`src/rtl/stream_crop_pkg.sv`:
```
// Shared types and helpers for the stream_crop_window crop stage.
// Holds the frame FSM encoding, counter-width helper and origin saturation.
package stream_crop_pkg;

    typedef enum logic [1:0] {
        ST_IDLE  = 2'd0,
        ST_RUN   = 2'd1,
        ST_FLUSH = 2'd2,
        ST_DONE  = 2'd3
    } crop_state_e;

    function automatic int cnt_w(input int n);
        return (n > 1) ? $clog2(n) : 1;
    endfunction

    // Clamp a requested window origin so the whole window stays inside the frame.
    function automatic int sat_origin(input int req, input int max_origin);
        return (req > max_origin) ? max_origin : req;
    endfunction

endpackage

```
`src/rtl/stream_crop_out_reg.sv`:
```
// Single-entry AXI-stream output register: load, drain or hold one beat.
// With HAS_LAST the payload carries one extra TLAST bit above the pixel word.
module stream_crop_out_reg #(
    parameter int  FP_TOTAL = 16,
    parameter bit  HAS_LAST = 1'b0,
    localparam int PW       = FP_TOTAL + (HAS_LAST ? 1 : 0)
) (
    input  logic          clk,
    input  logic          rst,
    input  logic          load,
    input  logic [PW-1:0] load_data,
    input  logic          ready,
    output logic          valid,
    output logic [PW-1:0] data
);

    logic          valid_q, valid_d;
    logic [PW-1:0] data_q,  data_d;

    // A load only arrives when the slot is empty or draining, so it never clobbers a held beat.
    always_comb begin
        valid_d = valid_q;
        data_d  = data_q;
        if (load) begin
            valid_d = 1'b1;
            data_d  = load_data;
        end else if (ready) begin
            valid_d = 1'b0;
            data_d  = '0;
        end else begin
            valid_d = valid_q;
            data_d  = data_q;
        end
    end

    always_ff @(posedge clk or posedge rst) begin
        if (rst) begin
            valid_q <= 1'b0;
            data_q  <= '0;
        end else begin
            valid_q <= valid_d;
            data_q  <= data_d;
        end
    end

    assign valid = valid_q;
    assign data  = data_q;

endmodule

```
`src/rtl/stream_crop_window.sv`:
```
// Crops an OUT_ROWS x OUT_COLS window out of a raster pixel stream feeding the CNN core.
// Define STREAM_CROP_TLAST_EN to add crop_out_TLAST on the final window beat.
module stream_crop_window
    import stream_crop_pkg::*;
#(
    parameter int FP_TOTAL = 16,
    parameter int IN_ROWS  = 100,
    parameter int IN_COLS  = 160,
    parameter int OUT_ROWS = 48,
    parameter int OUT_COLS = 48
) (
    input  logic                       ap_clk,
    input  logic                       ap_rst,
    input  logic                       ap_start,
    output logic                       ap_done,
    output logic                       ap_idle,
    output logic                       ap_ready,
    input  logic [cnt_w(IN_ROWS)-1:0]  crop_y1,
    input  logic [cnt_w(IN_COLS)-1:0]  crop_x1,
    input  logic [FP_TOTAL-1:0]        img_in_TDATA,
    input  logic                       img_in_TVALID,
    output logic                       img_in_TREADY,
    output logic [FP_TOTAL-1:0]        crop_out_TDATA,
    output logic                       crop_out_TVALID,
`ifdef STREAM_CROP_TLAST_EN
    output logic                       crop_out_TLAST,
`endif
    input  logic                       crop_out_TREADY
);

    localparam int RW = cnt_w(IN_ROWS);
    localparam int CW = cnt_w(IN_COLS);
    localparam logic [RW-1:0] ROW_LAST = RW'(IN_ROWS - 1);
    localparam logic [CW-1:0] COL_LAST = CW'(IN_COLS - 1);
    localparam logic [RW:0]   WIN_H    = (RW + 1)'(OUT_ROWS);
    localparam logic [CW:0]   WIN_W    = (CW + 1)'(OUT_COLS);
`ifdef STREAM_CROP_TLAST_EN
    localparam bit HAS_LAST = 1'b1;
`else
    localparam bit HAS_LAST = 1'b0;
`endif
    localparam int PW = FP_TOTAL + (HAS_LAST ? 1 : 0);

    crop_state_e   state_q, state_d;
    logic [RW-1:0] row_q, row_d, y0_q, y0_d;
    logic [CW-1:0] col_q, col_d, x0_q, x0_d;

    logic          in_xfer_s, in_win_s, win_last_s, out_valid_s;
    logic [PW-1:0] load_data_s, out_payload_s;

    assign in_xfer_s     = img_in_TVALID && img_in_TREADY;
    assign img_in_TREADY = (state_q == ST_RUN) && (!out_valid_s || crop_out_TREADY);

    // Window membership is evaluated one bit wider so origin + size cannot overflow.
    always_comb begin
        in_win_s   = 1'b0;
        win_last_s = 1'b0;
        if (({1'b0, row_q} >= {1'b0, y0_q}) && ({1'b0, row_q} < ({1'b0, y0_q} + WIN_H)) &&
            ({1'b0, col_q} >= {1'b0, x0_q}) && ({1'b0, col_q} < ({1'b0, x0_q} + WIN_W))) begin
            in_win_s   = 1'b1;
            win_last_s = ({1'b0, row_q} == ({1'b0, y0_q} + WIN_H - (RW + 1)'(1))) &&
                         ({1'b0, col_q} == ({1'b0, x0_q} + WIN_W - (CW + 1)'(1)));
        end else begin
            in_win_s   = 1'b0;
            win_last_s = 1'b0;
        end
    end

    always_comb begin
        state_d = state_q;
        row_d   = row_q;
        col_d   = col_q;
        y0_d    = y0_q;
        x0_d    = x0_q;
        unique case (state_q)
            ST_IDLE: begin
                if (ap_start) begin
                    state_d = ST_RUN;
                    y0_d    = RW'(sat_origin(int'(crop_y1), IN_ROWS - OUT_ROWS));
                    x0_d    = CW'(sat_origin(int'(crop_x1), IN_COLS - OUT_COLS));
                    row_d   = '0;
                    col_d   = '0;
                end else begin
                    state_d = ST_IDLE;
                end
            end
            ST_RUN: begin
                if (in_xfer_s) begin
                    if (col_q == COL_LAST) begin
                        col_d = '0;
                        if (row_q == ROW_LAST) begin
                            row_d   = '0;
                            state_d = ST_FLUSH;
                        end else begin
                            row_d = row_q + RW'(1);
                        end
                    end else begin
                        col_d = col_q + CW'(1);
                    end
                end else begin
                    state_d = ST_RUN;
                end
            end
            ST_FLUSH: begin
                if (!out_valid_s || crop_out_TREADY) begin
                    state_d = ST_DONE;
                end else begin
                    state_d = ST_FLUSH;
                end
            end
            ST_DONE: state_d = ST_IDLE;
            default: state_d = ST_IDLE;
        endcase
    end

    always_ff @(posedge ap_clk or posedge ap_rst) begin
        if (ap_rst) begin
            state_q <= ST_IDLE;
            row_q   <= '0;
            col_q   <= '0;
            y0_q    <= '0;
            x0_q    <= '0;
        end else begin
            state_q <= state_d;
            row_q   <= row_d;
            col_q   <= col_d;
            y0_q    <= y0_d;
            x0_q    <= x0_d;
        end
    end

    assign ap_idle  = (state_q == ST_IDLE);
    assign ap_done  = (state_q == ST_DONE);
    assign ap_ready = (state_q == ST_DONE);

`ifdef STREAM_CROP_TLAST_EN
    assign load_data_s    = {win_last_s, img_in_TDATA};
    assign crop_out_TDATA = out_payload_s[FP_TOTAL-1:0];
    assign crop_out_TLAST = out_payload_s[FP_TOTAL];
`else
    assign load_data_s    = {img_in_TDATA[FP_TOTAL-1:1], img_in_TDATA[0] | (win_last_s & 1'b0)};
    assign crop_out_TDATA = out_payload_s;
`endif

    stream_crop_out_reg #(
        .FP_TOTAL (FP_TOTAL),
        .HAS_LAST (HAS_LAST)
    ) u_out_reg (
        .clk       (ap_clk),
        .rst       (ap_rst),
        .load      (in_xfer_s && in_win_s),
        .load_data (load_data_s),
        .ready     (crop_out_TREADY),
        .valid     (out_valid_s),
        .data      (out_payload_s)
    );

    assign crop_out_TVALID = out_valid_s;

endmodule

```
`config.mk`:
```
export PLATFORM = sky130hd
export DESIGN_NAME = stream_crop_window
export DESIGN_NICKNAME = d
export VERILOG_FILES = /design/src/rtl/stream_crop_pkg.sv /design/src/rtl/stream_crop_out_reg.sv /design/src/rtl/stream_crop_window.sv
export SDC_FILE = /design/constraint.sdc
export NUM_CORES = 1
export LEC_CHECK = 0
export ABC_AREA = 1
export CAP_MARGIN = 15
export CORE_ASPECT_RATIO = 1.5
export CORE_UTILIZATION = 35
export CTS_BUF_LIST = sky130_fd_sc_hd__clkbuf_2
export DETAILED_ROUTE_END_ITERATION = 6
export SLEW_MARGIN = 15
export SYNTH_ARGS = -nofsm -noshare
export SYNTH_HDL_FRONTEND = slang
export SYNTH_HIERARCHICAL = 1
export SYNTH_SLANG_ARGS = --single-unit
```
`constraint.sdc`:
```
create_clock -name ap_clk -period 3.5 [get_ports ap_clk]
set_input_delay 0.7 -clock ap_clk [delete_from_list [all_inputs] [get_ports ap_clk]]
set_output_delay 0.7 -clock ap_clk [all_outputs]
set_load 0.01 [all_outputs]
```
* Yosys cells after proc, flatten, opt, wreduce, memory -nomap -nowiden *
Cells that the tools add are included.

word-level totals
  word-level logic and storage cells = 64
  register bits after elaboration = 49
  memory bits (read-only) = 0
  memories = 0
  input bits = 36
  output and inout bits = 21
  bits in writable memories = 0
  bits in latches = 0

operators by class
  divide/modulo/power cells = 0
  $lt $le $gt $ge = 6
  muxes and demuxes = 22
  $add $sub $neg = 4
  equal/unequal tests = 10
  shift operators = 0
  reductions and logical operators = 15
  bitwise logic cells = 0
  multiply operators = 0

operators with widths
  cell                                                           count
  two-way mux 7 bit                                              5
  two-way mux 16 bit                                             2
  two-way mux 8 bit                                              4
  case mux 8 bit (2 select lines)                                1
  case mux 7 bit (2 select lines)                                1
  adder 8 x 6 -> 9 bit, second input constant                    1
  less-than comparator 8 x 9 -> 1 bit                            1
  adder 7 x 6 -> 8 bit, second input constant                    1
  adder 8 x 1 -> 8 bit, second input constant                    1
  equality test 8 bit, second input constant                     1
  greater-or-equal comparator 8 bit                              1
  greater-than comparator 8 x 7 -> 1 bit, second input constant  1
  less-than comparator 7 x 8 -> 1 bit                            1
  case mux 2 bit (4 select lines)                                1
  adder 7 x 1 -> 7 bit, second input constant                    1
  equality test 7 bit, second input constant                     1
  greater-or-equal comparator 7 bit                              1
  greater-than comparator 7 x 6 -> 1 bit, second input constant  1
  logical AND 1 bit                                              6
  two-way mux 2 bit                                              3
  inequality test 3 x 2 -> 1 bit, second input constant          2
  two-way mux 1 bit                                              5
  equality test 2 bit, second input constant                     2
  inequality test 2 bit, second input constant                   2
  other kinds (9)                                                11

* Longest topological paths before layout *
Gate-level depths: netlist of the first run.

  depth after elaboration = 8
  depth in mapped cells = 16
  mapped depth without buffers = 14

* Hierarchy *
Netlist of the first run, hierarchy kept.

modules (own cells, without submodules)
  module               cells each  area each (µm²)  times used  sequential area each (µm²)
  stream_crop_window   316         2391.0           1           800.8
  stream_crop_out_reg  73          674.4            1           425.4

* Least setup slack after synthesis of the first run *
No wires, ideal clock.

  path kind = register -> register
  start = reg x0_q[4]
  end = reg u_out_reg.data_q[10] (netlist: u_out_reg/data[10])
  setup time = 117 ps
  period minus slack after synthesis = 2057 ps
  required time = 3383 ps
  cell stages (with the launch flop) = 16
  slack = 1443 ps
  buffers on the path = 2
  arrival time = 1940 ps
  cell sequence = dfrtp_1 > inv_1 > ha_1 > xor2_1 > ha_1 > a21o_1 > nand3_1 > nand2_1 > nor2_1 > nand2_1 > nor2_1 > buf_6 > nor2_8 > buf_8 > nand2_1 > nand2_1

between the ends
  word-level cells in the longest chain between the ends = 6
  elaborated cells between the ends (all ways) = 9
  classes of those cells = add/sub: 1; order compare: 2; mux: 2; reduce/logical: 4

RTL lines
  what                                                                              line                                                RTL
  start, declared                                                                   stream_crop_window.sv:46                            logic [CW-1:0] col_q, col_d, x0_q, x0_d;
  start signal, assigned                                                            stream_crop_window.sv:122                           x0_q <= '0;
  start signal, assigned                                                            stream_crop_window.sv:128                           x0_q <= x0_d;
  adder 8 x 6 -> 9 bit / greater-or-equal comparator 8 bit (equally long branches)  n/a
  less-than comparator 8 x 9 -> 1 bit / logical AND 1 bit (equally long branches)   stream_crop_window.sv:59, stream_crop_window.sv:58
  logical AND 1 bit (*)                                                             stream_crop_window.sv:59                            ({1'b0, col_q} >= {1'b0, x0_q}) && ({1'b0, col_q} < ({1'b0, x0_q} + WIN_W))) begin
  two-way mux 1 bit (*)                                                             stream_crop_window.sv:58                            if (({1'b0, row_q} >= {1'b0, y0_q}) && ({1'b0, row_q} < ({1'b0, y0_q} + WIN_H)) &&
  logical AND 1 bit (*)                                                             stream_crop_window.sv:151                           .load (in_xfer_s && in_win_s),
  two-way mux 16 bit / nonzero test 2 bit (equally long branches)                   n/a
  end signal, assigned                                                              stream_crop_out_reg.sv:42                           data_q <= data_d;
  end, declared                                                                     stream_crop_out_reg.sv:18                           logic [PW-1:0] data_q, data_d;

Every way passes the cells marked *; elsewhere a longest branch is shown, timed or not.
A chain may end at the register's enable or synchronous reset.

* Final worst setup path of the first run *
  start = in crop_out_TREADY
  end = out img_in_TREADY

between the ends
  word-level cells in the longest chain between the ends = 2

RTL lines
  what               line                      RTL
  start, declared    stream_crop_window.sv:28  input logic crop_out_TREADY
  logical OR 1 bit   stream_crop_window.sv:52  assign img_in_TREADY = (state_q == ST_RUN) && (!out_valid_s || crop_out_TREADY);
  logical AND 1 bit  stream_crop_window.sv:52
  end, declared      stream_crop_window.sv:22  output logic img_in_TREADY,

No other way between the ends.

==> results.md, run 1 <==
* Syn Inst Count at about 400
* Commonest cells in the netlist: nand2_1 (121), dfrtp_1 (49), inv_1 (46)
* Residual DRC at 0
* RSZ-0062 raised after global routing: no
* Slowest stage delay, CP at 590 ps
* FILL cells at 893
* Worst-Margin Slew at approximately 780 ps
* CP arrival at 2190 ps
* Hold WS at ~510 ps
* CTS H-Tree Depth at 2
* Total power at 1.999 mW
* Number of enable flip-flop cells after synthesis at 0
* Metal2 WL at 3532 um
* Post-synth ARST share at between 90% and 100%
* Final ANT Viol Nets at 0
* Synth Area in Compound Gates at 9.265%
* Crit path kind: primary input to output port
* Pre-antenna DRT Iters at 4
* Final hold violation count at 0
* Initial DRC Count at 93
* Critical path peak fanout at 2
* Worst Setup Slack, final at 607.3 ps
* Std-Cell Rows at 41
* Placed cell area at 0.003700 mm^2
* Chip height at 116.6 um
* Power per Cell Area at 535.0 mW/mm^2
* Ranking of synthesized cells by area: dfrtp_1 (40%), nand2_1 (15%), ha_1 (11%)
* Crit-path slowest cell: clkdlybuf4s50_1
* Ant. Diodes at 0
* HP Class: flop to flop
* DRT met1 WL at roughly 2700 um
* Highest Signal Layer: met4
* TritonCTS Sinks at between 40 and 50
* Rel. slew slack at 47.81%
* WL met3 at 226 um
* Cells after DPL at about 550
* Core Region at 0.008464 mm^2
* Placement Setup Slack at 591.7 ps
* Startpoint types: primary input
* Crit share post-route at 82.65%
* CTS tree: done
* Critical path, cell by cell: clkdlybuf4s50_1, inv_1, nand2_1, inv_1, nor2_1, clkdlybuf4s50_1
* P&R area growth vs syn at 21.92%
* Most common cell in the netlist: nand2_1
* CTS Buffer Depth at 2
* Vias in the first global route at 2648
* Yosys cell types at 32
* Total CTS buffers at 5
* Reg area at 0.001226 mm^2
* Setup Viol. Count Final at 0
* Main synth FF type: dfrtp_1
* DIE WIDTH at 78.41 um
* GR Overflow Total at 0
* Post-CTS setup buffer count at 0
* Post-CTS Hold Fix Bufs at 0
* Setup_tns at 0 ps
* Area share of the largest cell type after synthesis at 40.00%
* Cell Count, Final, Fillers Out at 555
* Mapped cell area at 0.003065 mm^2
* Synth Warn # at 6
* Crit path capture type: output port
* Slew Limit Fails at 0
* Hpwl dp at 5223 um
* Clk Latency, worst-skew pair at 460 ps
* Total GRT Usage at between 10% and 20%
* Syn nets at 451
* Final nets at 509
* Fraction of layout cells with a size suffix above 1 at 8.482%
* Max Freq at 345.7 MHz
* Sequential area share after synthesis at 40.00%
* Largest family of logic cells by synthesized area: simple AND/OR/NAND/NOR gates
* I/O Buffers at 56
* Final core occ at 44.15%
* Post-Synth Simple-Gate Area at roughly 30%
* Post-synthesis register bit count at slightly below 50
* Vias per Instance at 4.640
* Initial Utilization at around 36%
* Synth Area in Adders at approximately a tenth
* Post-cts sizing count at 0
* Min Clock Period, post-route at 2893 ps
* Post-synthesis xor/xnor area fraction at 1.143%
* Final GP Congestion at 0.7878
* Synth Area per Inst at 7.880 um^2
* Pin count of the biggest net entering global routing at 27
* First-pass GRT wire length at 11740 um
* Design Area, Final at about 0.0037 mm^2
* Cell leakage power at 1.932 nW
* Num ports at 57
* Maxcap violations at 0
* Via count at 2575
* Area leader, netlist: dfrtp_1
* Clock Pin Slew Worst Setup and Hold Paths at 230 ps
* Total wire length at 6638 um
* Die area at 0.009144 mm^2
* Multi-input gate area at 0.001565 mm^2
* Root Buffer Master: clkbuf_2
* Wire per inst at 11.96 um
* Mux share of post-synthesis cell area at 0%
* Outcome: finished clean
* Skew final at 26.93 ps
* CP required at 2800 ps
* Max VDD drop at approximately 220 uV
* Initial antenna violation count at 0
final cells by class:
type                       instances  share of cell area (%)
clock buffer                       5                  0.6696
clock inverter                     3                  0.3348
inverter                          51                   5.122
multi-input combinational        281                   41.88
sequential                        49                   32.81
tap                              107                   3.582
timing repair buffer              59                   15.60
state kept, by name (all words and copies together) (netlist names), named ones only:
signal and cells:
state_q 1, y0_q 7, x0_q 8, col_q 8, u_out_reg/data 16, row_q 7
u_out_reg/valid 1
critical path, delay by kind of cell:
| family | cells | cell delay, ps |
|---|---|---|
| AND/OR/NAND/NOR | 2 | 230 |
| buffers and inverters | 4 | 1260 |
cells in the final DEF (no fill, tap or decap), types with 2 or more instances in the layout:
master,instances
nand2_1,121
clkdlybuf4s50_1,56
dfrtp_1,49
inv_1,46
nor2_1,31
ha_1,26
o21ai_0,21
nand3_1,20
a21oi_1,12
nand2_2,9
o22ai_1,6
inv_2,5
clkbuf_2,5
nand2_4,4
o21ai_2,4
nand4_1,4
xor2_1,4
a21o_1,3
nand3b_1,3
buf_4,3
nor2_2,2
nand3_4,2
nor3_1,2
clkinv_1,2
cells by family (layout without fill, tap and decap cells):
kind of cell / Yosys count / in the layout
buf+inv: 59 / 118
xor+xnor: 4 / 4
fa+ha+maj: 26 / 26
flops: 49 / 49
simple gates: 202 / 202
compound gates: 49 / 49
report_power, final:
part	switching [mW]	internal, mW
sequential	0.105	0.691
clock	0.190	0.0437
combinational	0.573	0.396
total	0.868	1.13
per-layer routing:
layer	global-route usage [%]	vias up
li1	-	1356
met1	16.80	1158
met2	32.69	52
met3	2.969	9
met4	6.543	0
met5	0	-
final timing paths:
kind | cells after the start | endpoint | startpoint | slack, ps
worst min-delay path | 2 | u_out_reg/data[4] | u_out_reg/data[4] | 510
max in group asynchronous | 3 | x0_q[3] | ap_rst | 2200
worst max-delay path | 6 | img_in_TREADY | crop_out_TREADY | 610
worst min register to register | 2 | u_out_reg/data[4] | u_out_reg/data[4] | 510
min in group asynchronous | 2 | u_out_reg/data[13] | ap_rst | 620
worst max register to register | 14 | u_out_reg/valid | x0_q[4] | 1220
Note: power is estimated with default switching activity, not from simulation.
==> run 2: changes to the inputs <==
==> constraint.sdc (replaced) <==
create_clock -name ap_clk -period 2.6 [get_ports ap_clk]
set_input_delay 0.52 -clock ap_clk [delete_from_list [all_inputs] [get_ports ap_clk]]
set_output_delay 0.52 -clock ap_clk [all_outputs]
set_load 0.01 [all_outputs]
==> run 2 against run 1 <==
Against the previous run: count of clock-buffer cells in the layout grew 1; via count grew 0.43%; sequential cell count is the same; final cell count is the same; setup slack lost 410 ps; highest routed layer unchanged; total power grew 39%; routed wire length shrank 0.48%; critical path depth is the same; largest cell class unchanged; design area grew 1.0%.
==> results.md, run 2 (synthesis gave the netlist of run 1 again) <==
* WP depth at 6
* Maxcap violations at 0
* Crit path kind: primary input to output port
* Total wire length at between 6000 and 7000 um
* Final ANT Viol Nets at 0
* Root Buffer Master: clkbuf_2
* Post-cts sizing count at 0
* Most common cell after layout, fill and taps aside: nand2_1
* Clk Latency, worst-skew pair at 440 ps
* CP startpoint: crop_out_TREADY
* Pin count of the biggest net entering global routing at 33
* Critical path, cell by cell: clkdlybuf4s50_1, inv_1, nand2_1, inv_1, nor2_1, clkdlybuf4s50_1
* Crit path max-delay family: buffers and inverters
* Vias in the first global route at roughly 2600
* CTS H-Tree Depth at 2
* Num ports at 57
* CTS Buffer Depth at 2
* Setup Viol. Count Final at 0
* Max reg flops at 16
* Setup_tns at 0 ps
* Wire per inst at 11.90 um
* RSZ-0062 raised after global routing: no
* Slowest stage delay, CP at 540 ps
* Slew Limit Fails at 0
* Buffers & Inverters on Critical Path at 4
* Std-Cell Rows at 41
* CTS tree: done
* Chip height at 116.6 um
* FILL cells at approximately 840
* Max Freq at 416.5 MHz
* Outcome: finished clean
* Cell Count, Final, Fillers Out at 555
* Pre-antenna DRT Iters at 4
* Residual DRC at 0
* Total GRT Usage at 15.94%
* Min Clock Period, post-route at 2401 ps
* Cell leakage power at 1.948 nW
* Crit share post-route at roughly 92%
* Via count at 2586
* TritonCTS Sinks at 49
* Post-CTS Hold Fix Bufs at 0
* R2r startpoint: y0_q[4]
* Hpwl dp at between 5000 and 6000 um
* CP arrival at 1880 ps
* Skew final at 9.385 ps
* Clock Pin Slew Worst Setup and Hold Paths at 230 ps
* R2R depth at 13
* Initial DRC Count at about 110
* Total CTS buffers at 5
* CP required at 2080 ps
* Initial Utilization at 36.22%
* Ant. Diodes at 0
* Die area at 0.009144 mm^2
* Crit path capture type: output port
* Final hold violation count at 0
* Crit-path slowest cell: clkdlybuf4s50_1
* Final GP Congestion at 0.8010
* Post-CTS setup buffer count at 0
* Initial antenna violation count at 0
* Final nets at 509
* First-pass GRT wire length at 11390 um
* Startpoint types: primary input
* Core Region at between 0.008 and 0.009 mm^2
* Setup crit end: img_in_TREADY
* DIE WIDTH at 78.41 um
* Max VDD drop at 264.8 uV
* Rel. slew slack at 56.83%
* GR Overflow Total at 0
* Flop2flop setup slack at 350 ps
* Critical path peak fanout at 2
* Highest-count cells in the layout ignoring fill and taps: nand2_1 (121), clkdlybuf4s50_1 (56), dfrtp_1 (49)
* HP Class: primary input to async pin
* Reg2reg end: u_out_reg/data[8]
* P&R area growth vs syn at 23.18%
* Power per Cell Area at 735.1 mW/mm^2
* Fraction of layout cells with a size suffix above 1 at roughly 8.7%
* Worst-Margin Slew at 646.9 ps
* I/O Buffers at 56
* Cells after DPL at between 500 and 600
* Vias per Instance at approximately 4.7
## run 2: report_power, final
part           internal [mW]  total, mW  leakage [nW]  switching, mW
clock network          0.164      0.408        0.0406          0.244
registers              0.931       1.07         0.653          0.141
logic                  0.532       1.30          1.25          0.764
## run 2: area by class of cell
class                           instances  area (um^2)  area share [%]
Clock buffer                            6        30.03          0.7952
Timing Repair Buffer                   59        595.6           15.77
Clock inverter                          2        33.78          0.8946
Multi-Input combinational cell        281         1565           41.45
Inverter                               51        191.4           5.070
Tap cell                              107        133.9           3.545
Sequential cell                        49         1226           32.47
## run 2: worst min-delay path by stage
stage | from | end | slack (ps) | cells after the start
2_1_floorplan | ap_rst | u_out_reg/data[0] | 450 | 1
3_3_place_gp | u_out_reg/data[7] | u_out_reg/data[7] | 460 | 2
3_5_place_dp | u_out_reg/data[15] | u_out_reg/data[15] | 460 | 2
4_1_cts | ap_rst | row_q[1] | 440 | 3
5_1_grt | ap_rst | u_out_reg/data[13] | 480 | 2
6_report | ap_rst | u_out_reg/data[13] | 460 | 2
## run 2: per-layer routing
metal / track usage [%] / vias up / wire (um)
met4: 4.568 / 0 / 81
met3: 2.734 / 5 / 193
met5: 0 / - / 0
met1: 16.76 / 1184 / 2637
met2: 31.93 / 41 / 3694
li1: - / 1356 / -
## run 2: per-stage QoR
stage	total power, mW	instance area, um^2	setup slack [ps]	hold slack, ps	util (%)
global placement	2.378	3712	178.7	457.1	43.86
floorplan	2.074	3065	543.2	446.1	-
CTS	2.831	3776	187.4	440.2	44.61
detailed placement	2.406	3712	187.2	463.0	43.86
finish	2.776	3776	199.3	460.7	44.61
global route	3.060	3776	111.0	475.5	44.61
==> run 3: changes to the inputs <==
--- a/config.mk
+++ b/config.mk
@@ -6,10 +6,9 @@
 export NUM_CORES = 1
 export LEC_CHECK = 0
 export ABC_AREA = 1
-export CAP_MARGIN = 15
 export CORE_ASPECT_RATIO = 1.5
 export CORE_UTILIZATION = 35
-export CTS_BUF_LIST = sky130_fd_sc_hd__clkbuf_2
+export CTS_BUF_LIST = sky130_fd_sc_hd__clkbuf_8 sky130_fd_sc_hd__clkbuf_16
 export DETAILED_ROUTE_END_ITERATION = 6
 export SLEW_MARGIN = 15
 export SYNTH_ARGS = -nofsm -noshare
==> run 3 against run 2 <==
Against the previous run: routed wire length increased by 1.1%; utilization grew 1.3 points; setup slack gained 3.1 ps; critical path depth did not move; total power is 13% higher; clock skew shrank 5.8 ps; global-route usage up 0.12 points; via count grew 0.19%; design area up 2.9%; sequential cell count unchanged; critical path type unchanged; largest cell class unchanged.
==> results.md, run 3 (synthesis gave the netlist of run 1 again) <==
* FILL cells at 826
* Met3 usage at 2.500%
* R2r startpoint: y0_q[4]
* DIE WIDTH at 78.41 um
* Crit path kind: primary input to output port
* Pre-antenna DRT Iters at 4
* Total wire length at between 6000 and 7000 um
* First-pass GRT wire length at 11420 um
* Ant. Diodes at 0
* Slowest stage delay, CP at 540 ps
* Setup_tns at 0 ps
* Post-CTS Hold Fix Bufs at 0
* CP arrival at 1880 ps
* Clock share of power at 24.3%
* Initial antenna violation count at 0
* Met1 GRT Util at 16.81%
* GR Overflow Total at 0
* Min-delay src: u_out_reg/data[15]
* Total GRT Usage at 16.06%
* Cell Count, Final, Fillers Out at 555
* Num ports at 57
* P&R area growth vs syn at 26.73%
* Core Region at 0.008464 mm^2
* Flop2flop setup slack at 370 ps
* Reg2reg end: u_out_reg/data[3]
* Vias in the first global route at between 2000 and 3000
* Total CTS buffers at 5
* Pint at around 1.9 mW
* Placed cell area at 0.003712 mm^2
* CTS H-Tree Depth at 2
* Setup Viol. Count Final at 0
* Min-Delay Endpoint: u_out_reg/data[15]
* Grt met2 use at a little under a third
* Sw Ratio at 37.99%
* Final GP Congestion at 0.8010
* Max reg flops at 16
* I/O Buffers at 56
* Final hold violation count at 0
* Fraction of layout cells with a size suffix above 1 at 8.705%
* Highest-count cells in the layout ignoring fill and taps: nand2_1 (121), clkdlybuf4s50_1 (56), dfrtp_1 (49)
* Grt peak-use layer: met2
* R2R depth at 13
* Hold path depth at 2
* Final ANT Viol Nets at 0
* Root Buffer Master: clkbuf_16
* Design Area, Final at just under 0.004 mm^2
* Reg area at between 0.001 and 0.0015 mm^2
* Max VDD drop at 338.3 uV
* Logic pwr share at 41.4%
* Std-Cell Rows at 41
* Worst-Margin Slew at 645.9 ps
* CP required at 2080 ps
* Vias per Instance at 4.668
* Multi-input gate area at ~0.0016 mm^2
* CTS Buffer Depth at 2
* Slew Limit Fails at 0
* TritonCTS Sinks at 49
* Wire per inst at 12.03 um
* Crit path capture type: output port
* Startpoint types: primary input
* Die area at 0.009144 mm^2
* Clk Latency, worst-skew pair at 290 ps
* Crit share post-route at slightly above 90%
* Chip height at 116.6 um
* Initial Utilization at 36.22%
* Reg power frac at 34.3%
* Power per Cell Area at 806.4 mW/mm^2
* Most common cell after layout, fill and taps aside: nand2_1
* Outcome: finished clean
* Cell leakage power at around 2.0 nW
* CTS tree: done
* Max Freq at 417.1 MHz
* Post-CTS setup buffer count at 0
* Crit-path slowest cell: clkdlybuf4s50_1
* Rel. slew slack at 56.89%
* Final nets at 509
* Hpwl dp at 5238 um
* Skew final at about 3.6 ps
* Min Clock Period, post-route at 2398 ps
* Residual DRC at 0
* Critical path peak fanout at 2
* Critical path, cell by cell: clkdlybuf4s50_1, inv_1, nand2_1, inv_1, nor2_1, clkdlybuf4s50_1
* RSZ-0062 raised after global routing: no
* Clock Pin Slew Worst Setup and Hold Paths at 60 ps
* Via count at 2591
* HP Class: flop to flop
* Psw at approximately 1.2 mW
* Cells after DPL at 547
* Post-cts sizing count at 0
* Initial DRC Count at 85
* Maxcap violations at 0
* Pin count of the biggest net entering global routing at 33
[run 3: worst max path at each step]
stage | startpoint | end | slack [ps] | cells after the start
5_1_grt | crop_out_TREADY | img_in_TREADY | 110 | 6
3_3_place_gp | crop_out_TREADY | img_in_TREADY | 180 | 6
4_1_cts | crop_out_TREADY | img_in_TREADY | 190 | 6
6_report | crop_out_TREADY | img_in_TREADY | 200 | 6
2_1_floorplan | x0_q[4] | u_out_reg/data[10] | 540 | 15
3_5_place_dp | crop_out_TREADY | img_in_TREADY | 190 | 6
[run 3: metal layers]
metal	vias to the layer above	wire length [um]	part of all wire, %
met3	7	186	2.8
li1	1357	-	-
met4	0	99	1.5
met2	43	3694	55
met5	-	0	0
met1	1184	2697	40
[run 3: cell type report]
cell class | count | area share (%)
Timing Repair Buffer | 59 | 15.33
Clock buffer | 6 | 3.575
Sequential cell | 49 | 31.56
Tap cell | 107 | 3.446
Clock inverter | 2 | 0.8696
Inverter | 51 | 4.928
Multi-Input combinational cell | 281 | 40.29
[run 3: power by group through the flow]
| stage | sequential [mW] | clock, mW | combinational [mW] |
|---|---|---|---|
| 6_report | 1.07 | 0.761 | 1.30 |
| 5_1_grt | 1.10 | 0.801 | 1.51 |
| 4_1_cts | 1.08 | 0.780 | 1.32 |
| 3_5_place_dp | 1.09 | 0 | 1.31 |
| 3_3_place_gp | 1.09 | 0 | 1.29 |
| 2_1_floorplan | 1.05 | 0 | 1.02 |
[run 3: worst max-delay path, delay by kind of cell]
| family | cells | cell delay [ps] |
|---|---|---|
| buffers and inverters | 4 | 1130 |
| and+or+nand+nor | 2 | 220 |
[run 3: metrics by stage]
| step | total power, mW | util [%] | setup slack (ps) | hold slack (ps) |
|---|---|---|---|---|
| after floorplan | 2.074 | - | 543.2 | 446.1 |
| after global placement | 2.378 | 43.86 | 178.7 | 457.1 |
| after detailed placement | 2.406 | 43.86 | 187.2 | 463.0 |
| after CTS | 3.180 | 45.90 | 187.4 | 483.4 |
| after global routing | 3.411 | 45.90 | 111.0 | 499.2 |
| final | 3.133 | 45.90 | 202.4 | 477.5 |
